### config.mk
export PLATFORM = sky130hd
export DESIGN_NAME = cpu_sequencer
export DESIGN_NICKNAME = d
export VERILOG_FILES = /design/src/rtl/cpu_sequencer.sv
export SDC_FILE = /design/constraint.sdc
export NUM_CORES = 1
export LEC_CHECK = 0
export BUFFER_PORTS_ARGS = -buffer_cell sky130_fd_sc_hd__buf_2
export CAP_MARGIN = 5
export CELL_PAD_IN_SITES_DETAIL_PLACEMENT = 1
export CELL_PAD_IN_SITES_GLOBAL_PLACEMENT = 1
export CORE_UTILIZATION = 35
export CTS_CLUSTER_SIZE = 25
export DETAILED_ROUTE_END_ITERATION = 16
export PLACE_DENSITY_LB_ADDON = 0.1
export SYNTH_ARGS = -nofsm -noshare
export SYNTH_HDL_FRONTEND = slang
export SYNTH_SLANG_ARGS = --single-unit
### constraint.sdc
create_clock -name clk -period 1.4 [get_ports clk]
set_input_delay 0.21 -clock clk [delete_from_list [all_inputs] [get_ports clk]]
set_output_delay 0.21 -clock clk [all_outputs]
set_load 0.01 [all_outputs]
### src/rtl/cpu_sequencer.sv
// Multi-cycle FETCH/DECODE/EXEC/MEM/WB sequencer with memory handshakes.
// Define SEQ_WDOG_EN to add the memory-request watchdog and fault flag.
`ifndef W_MEM_CMD
`define W_MEM_CMD 2
`define MEM_NOP   2'd0
`define MEM_READ  2'd1
`define MEM_WRITE 2'd2
`define WREN      1'b1
`define WDIS      1'b0
`endif

module cpu_sequencer #(
    parameter int W_INSTRET = 32
`ifdef SEQ_WDOG_EN
    ,
    parameter int MEM_TIMEOUT = 255
`endif
) (
    input  logic                  clk,
    input  logic                  rst,
    input  logic                  run,
    input  logic                  halt_dec,
    input  logic [`W_MEM_CMD-1:0] mem_cmd,
    input  logic                  reg_wen_dec,
    input  logic                  imem_ready,
    input  logic                  dmem_ready,
    output logic                  imem_req,
    output logic                  dmem_req,
    output logic                  dmem_we,
    output logic                  ir_en,
    output logic                  pc_en,
    output logic                  reg_wen,
    output logic                  halted,
    output logic                  fault,
    output logic [2:0]            state,
    output logic [W_INSTRET-1:0]  instret
);

    typedef enum logic [2:0] {
        IDLE   = 3'd0,
        FETCH  = 3'd1,
        DECODE = 3'd2,
        EXEC   = 3'd3,
        MEM    = 3'd4,
        WB     = 3'd5,
        HALT   = 3'd6
    } state_t;

    state_t st;
    logic   is_store;
    logic   wb_wen;

`ifdef SEQ_WDOG_EN
    localparam int CW = ($clog2(MEM_TIMEOUT + 1) > 8) ? $clog2(MEM_TIMEOUT + 1) : 8;
    logic [CW-1:0] wait_cnt;
    logic          fault_q;
    logic          wdog_hit;

    assign wdog_hit = (wait_cnt == CW'(MEM_TIMEOUT - 1));
    assign fault    = fault_q;
`else
    assign fault = 1'b0;
`endif

    // Store/write-back qualifiers are captured in EXEC so MEM/WB strobes stay Moore.
    always_ff @(posedge clk or posedge rst) begin
        if (rst) begin
            st       <= IDLE;
            is_store <= 1'b0;
            wb_wen   <= 1'b0;
            instret  <= '0;
`ifdef SEQ_WDOG_EN
            wait_cnt <= '0;
            fault_q  <= 1'b0;
`endif
        end else begin
            unique case (st)
                IDLE: begin
                    if (run) st <= FETCH;
`ifdef SEQ_WDOG_EN
                    wait_cnt <= '0;
`endif
                end
                FETCH: begin
                    if (imem_ready) begin
                        st <= DECODE;
`ifdef SEQ_WDOG_EN
                    end else if (wdog_hit) begin
                        st      <= HALT;
                        fault_q <= 1'b1;
                    end else begin
                        wait_cnt <= wait_cnt + 1'b1;
`endif
                    end
                end
                DECODE: st <= halt_dec ? HALT : EXEC;
                EXEC: begin
                    is_store <= (mem_cmd == `MEM_WRITE);
                    wb_wen   <= reg_wen_dec && (mem_cmd != `MEM_WRITE);
                    st       <= (mem_cmd == `MEM_NOP) ? WB : MEM;
`ifdef SEQ_WDOG_EN
                    wait_cnt <= '0;
`endif
                end
                MEM: begin
                    if (dmem_ready) begin
                        st <= WB;
`ifdef SEQ_WDOG_EN
                    end else if (wdog_hit) begin
                        st      <= HALT;
                        fault_q <= 1'b1;
                    end else begin
                        wait_cnt <= wait_cnt + 1'b1;
`endif
                    end
                end
                WB: begin
                    instret <= instret + W_INSTRET'(1);
                    st      <= run ? FETCH : IDLE;
`ifdef SEQ_WDOG_EN
                    wait_cnt <= '0;
`endif
                end
                HALT: st <= HALT;
                default: begin
                    st <= HALT;
`ifdef SEQ_WDOG_EN
                    fault_q <= 1'b1;
`endif
                end
            endcase
        end
    end

    assign state    = st;
    assign imem_req = (st == FETCH);
    assign ir_en    = (st == FETCH) && imem_ready;
    assign dmem_req = (st == MEM);
    assign dmem_we  = (st == MEM) && is_store;
    assign pc_en    = (st == WB);
    assign reg_wen  = (st == WB) && wb_wen;
    assign halted   = (st == HALT);

endmodule

### Yosys cells after proc, flatten, opt, wreduce, memory -nomap -nowiden

Index checks and enable logic that the tools add are counted.

* bits in registers: 37
* latch bits: 0
* bits in writable memories: 0
* ROM bits: 0
* bits of input ports: 9
* output and inout bits: 43
* memories: 0

* add/sub/neg operators: 1
* multiply operators: 0
* div/mod/pow operators: 0
* order comparisons: 0
* equality and inequality tests: 11
* shift-type cells: 0
* mux-type cells: 7
* bitwise logic cells: 0
* reductions and logical operators: 7

Operators by type and width (count)
* $add 32x1->32 const B: 1
* $pmux 3 s6: 1
* $mux 3: 4
* $eq 3x3->1 const B: 3
* $ne 2x2->1 const B: 4
* $eq 3x2->1 const B: 2
* $logic_and 1x1->1: 4
* $eq 3x1->1 const B: 1
* $logic_not 3->1: 1
* $reduce_and 3->1: 1
* $eq 2x2->1 const B: 1
* $logic_not 2->1: 1
* $mux 1: 2

### Longest topological paths before layout

Gate-level depths: netlist (run 1).

* depth after elaboration: 3
* mapped depth: 7

### Worst setup path before layout (run 1)

No wires, ideal clock.

* kind: register -> register
* start: register st[1], in the netlist state[1]
* end: register instret[29]
* arrival time: 1.473 ns
* required time: 1.274 ns
* path slack: -0.199 ns
* cell stages (with the launch flop): 8
* path through: dfrtp_1 buf_6 and3b_1 buf_6 and4_4 buf_6 nand4_1 xnor2_1

* longest elaborated chain between the ends: 1

RTL lines
* start: declaration: line 49 `state_t st;`
* start signal: assignment: line 96 `DECODE: st <= halt_dec ? HALT : EXEC;`
* start signal: assignment: line 100 `` st <= (mem_cmd == `MEM_NOP) ? WB : MEM; ``
* start signal: assignment: line 119 `st <= run ? FETCH : IDLE;`
* $eq 3x3->1
* net pc_en: line 31 `output logic pc_en,`
* end signal: assignment: line 118 `instret <= instret + W_INSTRET'(1);`
* end: declaration: line 36 `output logic [W_INSTRET-1:0] instret`

The timed path passes the listed nets, and every way through them passes these cells.
A chain may end at the register's enable or synchronous reset.

### Final worst setup path (run 1)

* start: register st[2], in the netlist state[2]
* end: output ir_en

* longest elaborated chain between the ends: 2

RTL lines
* $eq 3x1->1: line 137 `assign ir_en = (st == FETCH) && imem_ready;`
* $logic_and 1x1->1: line 137
* end: declaration: line 30 `output logic ir_en,`

Every way passes these cells.

==> results of run 1 <==
worst reg2reg max path, cell delays in order, from the launching register on:
cell     delay (ps)
dfrtp_1         370
and3b_2         300
buf_6           120
and3_4          240
and4_1          220
xor2_1          170
repair_timing:
item	4_1_cts	5_1_grt
pin swaps	9	21
gates resized for setup	14	28
setup buffers	10	4
cloned	2	0
setup endpoints to repair	20	34
hold buffers	0	0
layout by cell type, fill, tap and decap left out, types with 2 or more instances in the layout:
cell | netlist | routed
and2_1 | 6 | 4
and2_4 | 0 | 2
and3_1 | 8 | 5
and3_4 | 0 | 5
and4_1 | 5 | 3
and4_4 | 1 | 4
buf_2 | 0 | 46
buf_4 | 2 | 32
buf_6 | 5 | 11
clkbuf_8 | 0 | 6
dfrtp_1 | 37 | 37
inv_1 | 2 | 2
mux2_2 | 2 | 2
nand2_1 | 9 | 6
nand2_2 | 0 | 2
nand3_1 | 9 | 4
nand3_2 | 0 | 4
nand4_1 | 17 | 17
nor2_1 | 7 | 5
nor2_2 | 0 | 2
o21ai_0 | 4 | 2
xnor2_1 | 27 | 25
xnor2_2 | 0 | 2
xor2_1 | 4 | 4
cell families after synthesis:
family                   count (synthesis)
AND/OR/NAND/NOR                         69
flip-flops                              37
XOR/XNOR                                31
AO/OA/AOI/OAI                            9
buffers and inverters                    9
multiplexers                             2
adder cells (fa/ha/maj)                  1
other                                    1
power by group through the flow:
stage | registers [uW] | clock network, uW | logic [uW]
6_report | 1290 | 755 | 1430
5_1_grt | 1310 | 819 | 1540
4_1_cts | 1280 | 769 | 1330
3_5_place_dp | 1300 | 0 | 1070
3_3_place_gp | 1280 | 0 | 1040
2_1_floorplan | 1420 | 0 | 451
layer usage:
metal  GRT usage, %  share of wire [%]  up-vias
met4           6.62                1.5        0
met5              0                  0        -
met1           23.7                 43      801
met2           36.6                 52       42
li1               -                  -      742
met3           4.94                4.0        8
registers in the layout, summed over array words and instances (netlist names):
name,count
instret,32
state,3
is_store,1
wb_wen,1
through the flow:
step | setup TNS [ps] | power (uW) | instance area, um2
global route | -2900 | 3670 | 2630
CTS | -1010 | 3390 | 2500
finish | -1040 | 3470 | 2630
floorplan | -3800 | 1870 | 1790
detailed placement | -312 | 2370 | 2260
global placement | -2.41 | 2320 | 2260
area by class of cell:
cell class              count  area share [%]
inverters                   2           0.285
flip-flops and latches     37            35.2
multi-input cells         115            34.7
well taps                  67            3.19
clock buffers               7            3.28
repair buffers             90            23.3
how the worst max path moves through the flow:
stage,to,start,cells past startpoint
2_1_floorplan,instret[29],state[1],7
5_1_grt,ir_en,state[2],5
4_1_cts,ir_en,state[2],5
3_3_place_gp,instret[12],state[1],4
6_report,ir_en,state[2],5
3_5_place_dp,instret[12],state[1],4
==> key figures, run 1 <==
Setup path
  • Most repeated library cell on the critical path: buf_6
  • RR Startpoint: state[1]
  • Worst-path maximum fanout: 2
  • CP arrival: between 1000 and 1500 ps
  • FF-to-FF setup slack: -100 ps
  • CP Launch Type: flop
  • Delay-heaviest family, CP: simple AND/OR/NAND/NOR gates
  • Buf+Inv Stages, Crit Path: 2
  • Reg2Reg Depth: 5
  • Req. time, crit path: about 1200 ps
  • Max incr delay on CP: between 300 and 400 ps
  • Crit Path Class: reg2out
  • R2R Path End: instret[12]
  • Worst setup EP type: primary output
  • Critical Path Slowest Stage Cell: dfrtp_1
  • Crit-path cells: buf_6, or2b_1, nor2_2, and2_4, buf_6

Placement
  • Post-Place Setup Slack: -112 ps
  • Placed Cells: approximately 300
  • Gpl congestion: between 0.7 and 0.8
  • DP HPWL: approximately 3300 um
  • Port bufs: 50

Run status
  • Failing checks: negative setup slack
  • Status: finished with violations

Synth
  • Area share of the largest cell type after synthesis: around 52%
  • Ranking of synthesized cells by area: dfrtp_1 52%, xnor2_1 13%, nand4_1 6.0%, buf_6 3.2%, and3_1 2.8%
  • Syn Area/Cell: 11.2 um2
  • Commonest cells post-synth: 37 x dfrtp_1, 27 x xnor2_1, 17 x nand4_1
  • Post-Syn Nets: around 170
  • XOR/XNOR Fraction of Synth Area: ~15%
  • Synth unique cells: 29
  • Area leader, netlist: dfrtp_1
  • EDFF count, synth: 0
  • Post-synthesis adder-cell area fraction: less than 1%
  • Yosys warns: 0
  • Synth Register Bits: 37
  • Combinational family with the most area after synthesis: simple AND/OR/NAND/NOR gates
  • Compound-cell area share of the yosys netlist: 3.29%
  • Count leader, synth: dfrtp_1
  • Main synth FF type: dfrtp_1
  • Simple-Gate Fraction of Synth Area: about 23%
  • Seq/Total Area, Yosys: 51.8%
  • Mux contribution to synthesized area: under 10%
  • Post-Syn Instances: 159
  • Post-Synthesis Cell Area: 1790 um2
  • Async S/R FF share, synth: 100%

Global route
  • GRT Overall Usage: roughly a fifth
  • Initial antenna violation count: 0
  • Global-route wire length before repair: slightly above 8000 um
  • Gr ovfl total: 0
  • Largest net degree at the start of global routing: 38
  • Vias in the first global route: between 1500 and 2000

Clock network
  • Insertion delay to the later sink of the worst-skew pair: roughly 290 ps
  • Clk slew on worst S/H paths: 70 ps
  • Clk sinks: 37
  • Root buf cell: clkbuf_8
  • Htree depth: 2
  • TritonCTS clock tree: yes
  • CTS Buf Count: 5
  • CTS Buffer Depth: 2

STA
  • # setup viols final: 18
  • Fin crit period: about 1600 ps
  • Final Skew: a little under 7 ps
  • Peak Freq: around 610 MHz
  • Slew Viols, Final: 0
  • Worst Hold Margin: between 20 and 30 ps
  • Hold Vio Cnt, Final: 0
  • Tcrit/Tclk final: 117%
  • RSZ-0062 raised after global routing: yes
  • Final setup margin: -239 ps

Finish
  • Nets: approximately 260
  • Final Util: a little over half
  • Footprint of the multi-input gates: 913 um2
  • Fill cell count: 560
  • Antenna cells: 0
  • Non-filler instance count after layout: roughly 320
  • P&R area growth vs syn: 47.3%
  • Register area: 926 um2
  • Share of layout cells above drive strength 1: between 50 and 60%

Drt
  • Wirelength per Cell: 16.1 um
  • Vias/cell: between 5 and 6
  • DRC: 0
  • Antenna Nets Post-Route: 0
  • Final wirelength: 5130 um
  • Initial DRC Count: 80
  • Total number of vias: between 1500 and 2000
  • DR pass1 iterations: 4

Pwr
  • Leak Pwr: ~0.0014 uW
  • Maximum vdd ir drop: approximately 0.81 mV
  • Clock share of power: a little over a fifth
  • Pwr per Cell Area: 1320 nW/um2
  • Int Pwr: roughly 2300 uW
  • Sw frac: 32.6%
  • Gate power share: 41.1%
  • Switch Pwr: approximately 1100 uW
  • Sequential power share: a little under two fifths

Worst hold path
  • Min-Delay Path Class: in2async

Die
  • Die X: roughly 73 um
  • Initial core utilization: 37.1%
  • I/O pin cnt: 52
  • Die Ht: ~73 um
  • Core ar.: around 4800 um2
  • Core Rows: 25
  • DIE AREA: roughly 5400 um2

Flow run
  • Max-cap violations: 0
Note: power is estimated with default switching activity, not from simulation.
==> run 2, diff against run 1 <==
--- a/config.mk
+++ b/config.mk
@@ -5,13 +5,14 @@
 export SDC_FILE = /design/constraint.sdc
 export NUM_CORES = 1
 export LEC_CHECK = 0
-export BUFFER_PORTS_ARGS = -buffer_cell sky130_fd_sc_hd__buf_2
+export ABC_AREA = 1
 export CAP_MARGIN = 5
 export CELL_PAD_IN_SITES_DETAIL_PLACEMENT = 1
 export CELL_PAD_IN_SITES_GLOBAL_PLACEMENT = 1
-export CORE_UTILIZATION = 35
+export CORE_UTILIZATION = 40
 export CTS_CLUSTER_SIZE = 25
 export DETAILED_ROUTE_END_ITERATION = 16
+export DONT_BUFFER_PORTS = 1
 export PLACE_DENSITY_LB_ADDON = 0.1
 export SYNTH_ARGS = -nofsm -noshare
 export SYNTH_HDL_FRONTEND = slang
==> run 2 against run 1 <==
  * The flow still finishes with violations (negative setup slack)
  * Clock skew increased by 1.2 ps
  * Power down 46%
  * Die area is 3.4% higher
  * Synthesized area rose by 18%
  * Utilization up 5.5 points
  * Clock power up 4.1%
  * Global-route usage rose by 4.4 points
  * Register-to-register slack worse by 20 ps
  * Setup slack better by 120 ps
  * Via count rose by 34%
  * Combinational power shrank 98%
  * Critical path depth up 1
==> key figures, run 2 <==
Synth
  • Syn Area/Cell: ~7.5 um2
  • Area share of the largest cell type after synthesis: between 40% and 50%
  • Main synth FF type: dfrtp_1
  • Count leader, synth: nand2_1
  • Post-Synthesis Cell Area: ~2100 um2
  • Seq/Total Area, Yosys: between 40% and 50%
  • Ranking of synthesized cells by area: dfrtp_1 44%, nand2_1 14%, nor2_1 7.3%, inv_1 6.7%, nand3_1 5.4%
  • Yosys warns: 0
  • Area leader, netlist: dfrtp_1
  • Synth Register Bits: 37
  • Post-Syn Instances: approximately 280
  • Synth unique cells: 26
  • Post-Syn Nets: 292
  • Async S/R FF share, synth: 100%
  • Commonest cells post-synth: 79 x nand2_1, 41 x nor2_1, 38 x inv_1
  • EDFF count, synth: 0

STA
  • Hold Vio Cnt, Final: 0
  • Headroom to the max-slew limit: approximately 66%
  • Slew of the pin with the lowest slew margin: just over 500 ps
  • # setup viols final: 13
  • Fin crit period: 1520 ps
  • Final setup margin: -116 ps
  • Final Skew: 8.03 ps
  • RSZ-0062 raised after global routing: yes
  • Peak Freq: 659 MHz
  • Worst Hold Margin: 53.9 ps
  • Slew Viols, Final: 0
  • Tcrit/Tclk final: 108%

Die
  • I/O pin cnt: between 50 and 60
  • Die X: between 70 and 80 um
  • Core ar.: between 5000 and 6000 um2
  • Initial core utilization: 41.4%
  • DIE AREA: approximately 5600 um2
  • Core Rows: 26
  • Die Ht: around 75 um

Setup path
  • Worst-path maximum fanout: 7
  • CP arrival: ~1700 ps
  • RR Startpoint: instret[5]
  • Reg2Reg Depth: 6
  • FF-to-FF setup slack: -120 ps
  • Worst setup EP type: flop
  • CP Launch Type: flop
  • Req. time, crit path: about 1600 ps
  • Crit Path Class: reg2reg
  • R2R Path End: instret[26]

Clock network
  • Clk slew on worst S/H paths: ~80 ps
  • Insertion delay to the later sink of the worst-skew pair: between 200 and 300 ps
  • TritonCTS clock tree: yes
  • CTS Buffer Depth: 2
  • Root buf cell: clkbuf_8
  • Htree depth: 2
  • Clk sinks: 37
  • CTS Buf Count: 5

Drt
  • Total number of vias: between 2000 and 2500
  • Vias/cell: just under 5
  • Wirelength per Cell: approximately 15 um
  • Initial DRC Count: 95
  • DR pass1 iterations: 4
  • Antenna Nets Post-Route: 0
  • Final wirelength: about 6600 um
  • DRC: 0

Global route
  • Largest net degree at the start of global routing: 38
  • Global-route wire length before repair: around 10000 um
  • Initial antenna violation count: 0
  • Gr ovfl total: 0
  • GRT Overall Usage: between 20% and 30%
  • Vias in the first global route: about 2200

Placement
  • Post-DP Area: approximately 2600 um2
  • Placed Cells: between 400 and 500
  • Gpl congestion: about 0.79
  • Port bufs: 0
  • DP HPWL: between 4000 and 5000 um

Finish
  • Antenna cells: 0
  • Non-filler instance count after layout: between 400 and 500
  • Most frequent cells in the layout: 73 x nand2_1, 65 x buf_4, 36 x dfrtp_1
  • Fill cell count: about 620
  • Largest register by flop count: instret
  • Most common cell after layout, fill and taps aside: nand2_1
  • Max reg flops: 32
  • Nets: between 300 and 400
  • Share of layout cells above drive strength 1: between 30% and 40%
  • Post-route cell area: ~3100 um2
  • P&R area growth vs syn: 45.2%

Pwr
  • Pwr per Cell Area: between 600 and 700 nW/um2
  • Maximum vdd ir drop: around 0.44 mV
  • Leak Pwr: approximately 0.0015 uW
  • Total Power: about 1900 uW

Worst hold path
  • Hold Path Depth: 2
  • Worst Hold End: wb_wen
  • Hold Startpoint: reg_wen_dec
  • Min-Delay Path Class: in2reg

Run status
  • Failing checks: negative setup slack
  • Status: finished with violations

Flow run
  • Max-cap violations: 0
-- run 2: cells by family (layout without fill, tap and decap cells) --
family | after synthesis | count (layout) | synth area share [%]
AND/OR/NAND/NOR | 172 | 172 | 36.9
buffers and inverters | 44 | 124 | 8.88
flip-flops | 37 | 37 | 43.8
XOR/XNOR | 17 | 17 | 7.05
AO/OA/AOI/OAI | 10 | 10 | 2.55
adder cells (fa/ha/maj) | 1 | 1 | 0.592
other | 1 | 1 | 0.177
-- run 2: critical path: stages (launching register included) --
cell	delay [ps]
dfrtp_1	420
buf_4	140
nand3_2	90
nor2_4	220
nand4_1	250
o21ai_1	210
nand2_1	70
-- run 2: metal layers --
layer / share of wire [%] / wire [um] / global-route usage, %
met5: 0 / 0 / 0
met4: 1.4 / 95 / 6.29
met3: 4.1 / 269 / 4.69
met2: 50 / 3330 / 44.1
met1: 44 / 2910 / 30.9
-- run 2: per-stage QoR --
step,setup WS [ps],TNS (ps),util [%]
2_1_floorplan,-0.243,-0.243,-
3_3_place_gp,-10.1,-10.1,50.9
3_5_place_dp,-138,-698,50.9
4_1_cts,-97.0,-407,56.6
5_1_grt,-210,-2450,60.1
6_report,-116,-475,60.1
-- run 2: final cells by class --
cell class,count,area [um2],area share [%]
Tap cell,70,87.6,2.85
Clock buffer,7,86.3,2.81
Multi-Input combinational cell,201,1180,38.5
Inverter,40,153,4.97
Timing Repair Buffer,77,634,20.7
Sequential cell,37,927,30.2
-- run 2: power by group --
part           switching [uW]  internal [uW]  total (uW)
sequential              0.369           1070        1070
combinational            29.0           6.19        35.2
clock                     395            392         786
-- run 2: worst max path at each step --
stage | slack, ps | start | to | cells past startpoint
detailed placement | -140 | instret[0] | instret[20] | 6
global route | -210 | instret[5] | instret[26] | 7
floorplan | -0.2 | instret[0] | instret[16] | 8
global placement | -10 | instret[0] | instret[16] | 8
finish | -120 | instret[5] | instret[26] | 6
CTS | -100 | state[1] | ir_en | 4
-- run 2: what timing repair did --
item                                    CTS  global route
pin swaps                                 8            15
setup buffers                            12             9
hold buffers                              1             0
endpoints found under the setup margin   21            30
resized for setup                        33            33
endpoints found under the hold margin    37             0
==> run 3, diff against run 2 <==
--- a/config.mk
+++ b/config.mk
@@ -5,11 +5,11 @@
 export SDC_FILE = /design/constraint.sdc
 export NUM_CORES = 1
 export LEC_CHECK = 0
-export ABC_AREA = 1
+export ABC_AREA = 0
 export CAP_MARGIN = 5
 export CELL_PAD_IN_SITES_DETAIL_PLACEMENT = 1
 export CELL_PAD_IN_SITES_GLOBAL_PLACEMENT = 1
-export CORE_UTILIZATION = 40
+export CORE_UTILIZATION = 43
 export CTS_CLUSTER_SIZE = 25
 export DETAILED_ROUTE_END_ITERATION = 16
 export DONT_BUFFER_PORTS = 1
==> run 3 against run 2 <==
  * The flow still finishes with violations (negative setup slack)
  * Sequential power up 21%
  * Wire length down 26%
  * Clock skew down 1.0 ps
  * Clock-buffer cell count unchanged
  * Register-to-register slack about the same
  * Via count down 34%
  * Setup slack worse by 72 ps
  * Global-route usage down 2.0 points
  * Design area down 22%
  * Hold slack worse by 26 ps
  * Critical endpoint is now ir_en
  * Highest routed layer unchanged
==> key figures, run 3 (synthesized netlist as in run 1, its figures left out) <==
Pwr
  • Pwr per Cell Area: around 1300 nW/um2
  • Leak Pwr: around 0.0011 uW
  • Total Power: ~3200 uW
  • Maximum vdd ir drop: 0.787 mV

Finish
  • Antenna cells: 0
  • Largest register by flop count: instret
  • P&R area growth vs syn: 33.8%
  • Share of layout cells above drive strength 1: about two fifths
  • Non-filler instance count after layout: ~260
  • Max reg flops: 32
  • Nets: 216
  • Fill cell count: roughly 420
  • Most common cell after layout, fill and taps aside: dfrtp_1
  • Most frequent cells in the layout: 37 x dfrtp_1, 36 x buf_4, 25 x xnor2_1

Setup path
  • Worst setup EP type: primary output
  • R2R Path End: instret[15]
  • Worst-path maximum fanout: 8
  • RR Startpoint: state[0]
  • CP arrival: about 1400 ps
  • Crit Path Class: reg2out
  • CP Launch Type: flop
  • Req. time, crit path: approximately 1200 ps
  • Reg2Reg Depth: 6
  • FF-to-FF setup slack: -110 ps

Die
  • Initial core utilization: roughly 45%
  • DIE AREA: between 4000 and 5000 um2
  • I/O pin cnt: 52
  • Core Rows: 23
  • Die X: 66.5 um
  • Die Ht: around 66 um
  • Core ar.: between 4000 and 5000 um2

STA
  • Final Skew: between 7 and 8 ps
  • Worst Hold Margin: about 28 ps
  • Final setup margin: -188 ps
  • RSZ-0062 raised after global routing: yes
  • Final TNS setup: -1920 ps
  • Fin crit period: 1590 ps
  • Peak Freq: 630 MHz
  • # setup viols final: 29
  • Hold Vio Cnt, Final: 0
  • Tcrit/Tclk final: 113%
  • Slew Viols, Final: 0

Clock network
  • TritonCTS clock tree: yes
  • Clk slew on worst S/H paths: approximately 80 ps
  • Htree depth: 2
  • CTS Buffer Depth: 2
  • Clk sinks: 37
  • CTS Buf Count: 5
  • Insertion delay to the later sink of the worst-skew pair: about 290 ps
  • Root buf cell: clkbuf_8

Drt
  • Wirelength per Cell: between 15 and 20 um
  • DRC: 0
  • DR pass1 iterations: 4
  • Final wirelength: between 4000 and 5000 um
  • Vias/cell: approximately 5.5
  • Total number of vias: between 1000 and 1500
  • Antenna Nets Post-Route: 0
  • Initial DRC Count: between 60 and 70

Placement
  • Gpl congestion: approximately 0.71
  • Port bufs: 0
  • Placed Cells: between 200 and 250
  • DP HPWL: 3110 um
  • Post-Place Setup Slack: -44.7 ps

Global route
  • Global-route wire length before repair: around 7400 um
  • Largest net degree at the start of global routing: 38
  • Vias in the first global route: about 1500
  • Initial antenna violation count: 0
  • Gr ovfl total: 0
  • GRT Overall Usage: 22.8%

Worst hold path
  • Worst Hold End: state[0]
  • Hold Path Depth: 1
  • Min-Delay Path Class: in2reg
  • Hold Startpoint: imem_ready

Run status
  • Failing checks: negative setup slack
  • Status: finished with violations

Flow run
  • Max-cap violations: 0
==> run 3: cell count changes in the layout (fill, tap and decap cells not counted), sizes merged, moves of 4 or more <==
cell,previous run,this run
nand2,80,9
nor2,48,7
inv,40,2
buf,76,44
nand3,26,9
xnor2,10,27
and3,0,10
and4,0,7
nand4,10,17
and2,0,6
nand3b,4,0
==> run 3: power by group <==
part	switching, uW	internal, uW
combinational	603	543
sequential	86.9	1200
clock	379	391
==> run 3: critical path, stage by stage, from the launching register on <==
cell	delay [ps]
dfrtp_1	400
buf_6	150
or2b_1	260
nor2_2	100
and2_4	170
==> run 3: worst max-delay path by stage <==
stage | from | end | slack [ps]
after floorplan | state[1] | instret[29] | -190
after global placement | state[1] | instret[12] | 20
after detailed placement | instret[16] | instret[26] | -40
after CTS | state[2] | ir_en | -190
after global routing | state[0] | ir_en | -270
final | state[0] | ir_en | -190
==> run 3: layout make-up <==
class / count / area, um2 / share of cell area [%]
clock buffer: 7 / 86.3 / 3.61
tap: 50 / 62.6 / 2.62
timing repair buffer: 45 / 388 / 16.2
multi-input combinational: 115 / 921 / 38.5
inverter: 2 / 7.51 / 0.314
sequential: 37 / 926 / 38.7
==> run 3: per-stage QoR <==
step | utilization [%] | cell area (um2)
floorplan | - | 1790
finish | 59.8 | 2390
global route | 59.8 | 2390
detailed placement | 52.3 | 2090
CTS | 56.1 | 2250
global placement | 52.3 | 2090
==> run 3: timing repair <==
item                       CTS  global route
hold endpoints to repair    37             0
buffers inserted             1             3
gates resized for setup     14            24
hold buffers                 1             0
setup endpoints to repair   23            32
cloned                       2             0
pin swaps                    9            23
==> run 3: layer usage <==
layer	track usage, %	part of all wire [%]	vias up
met4	9.31	1.1	0
met5	0	0	-
met2	38.6	52	39
li1	-	-	652
met1	26.6	42	718
met3	7.19	5.1	8
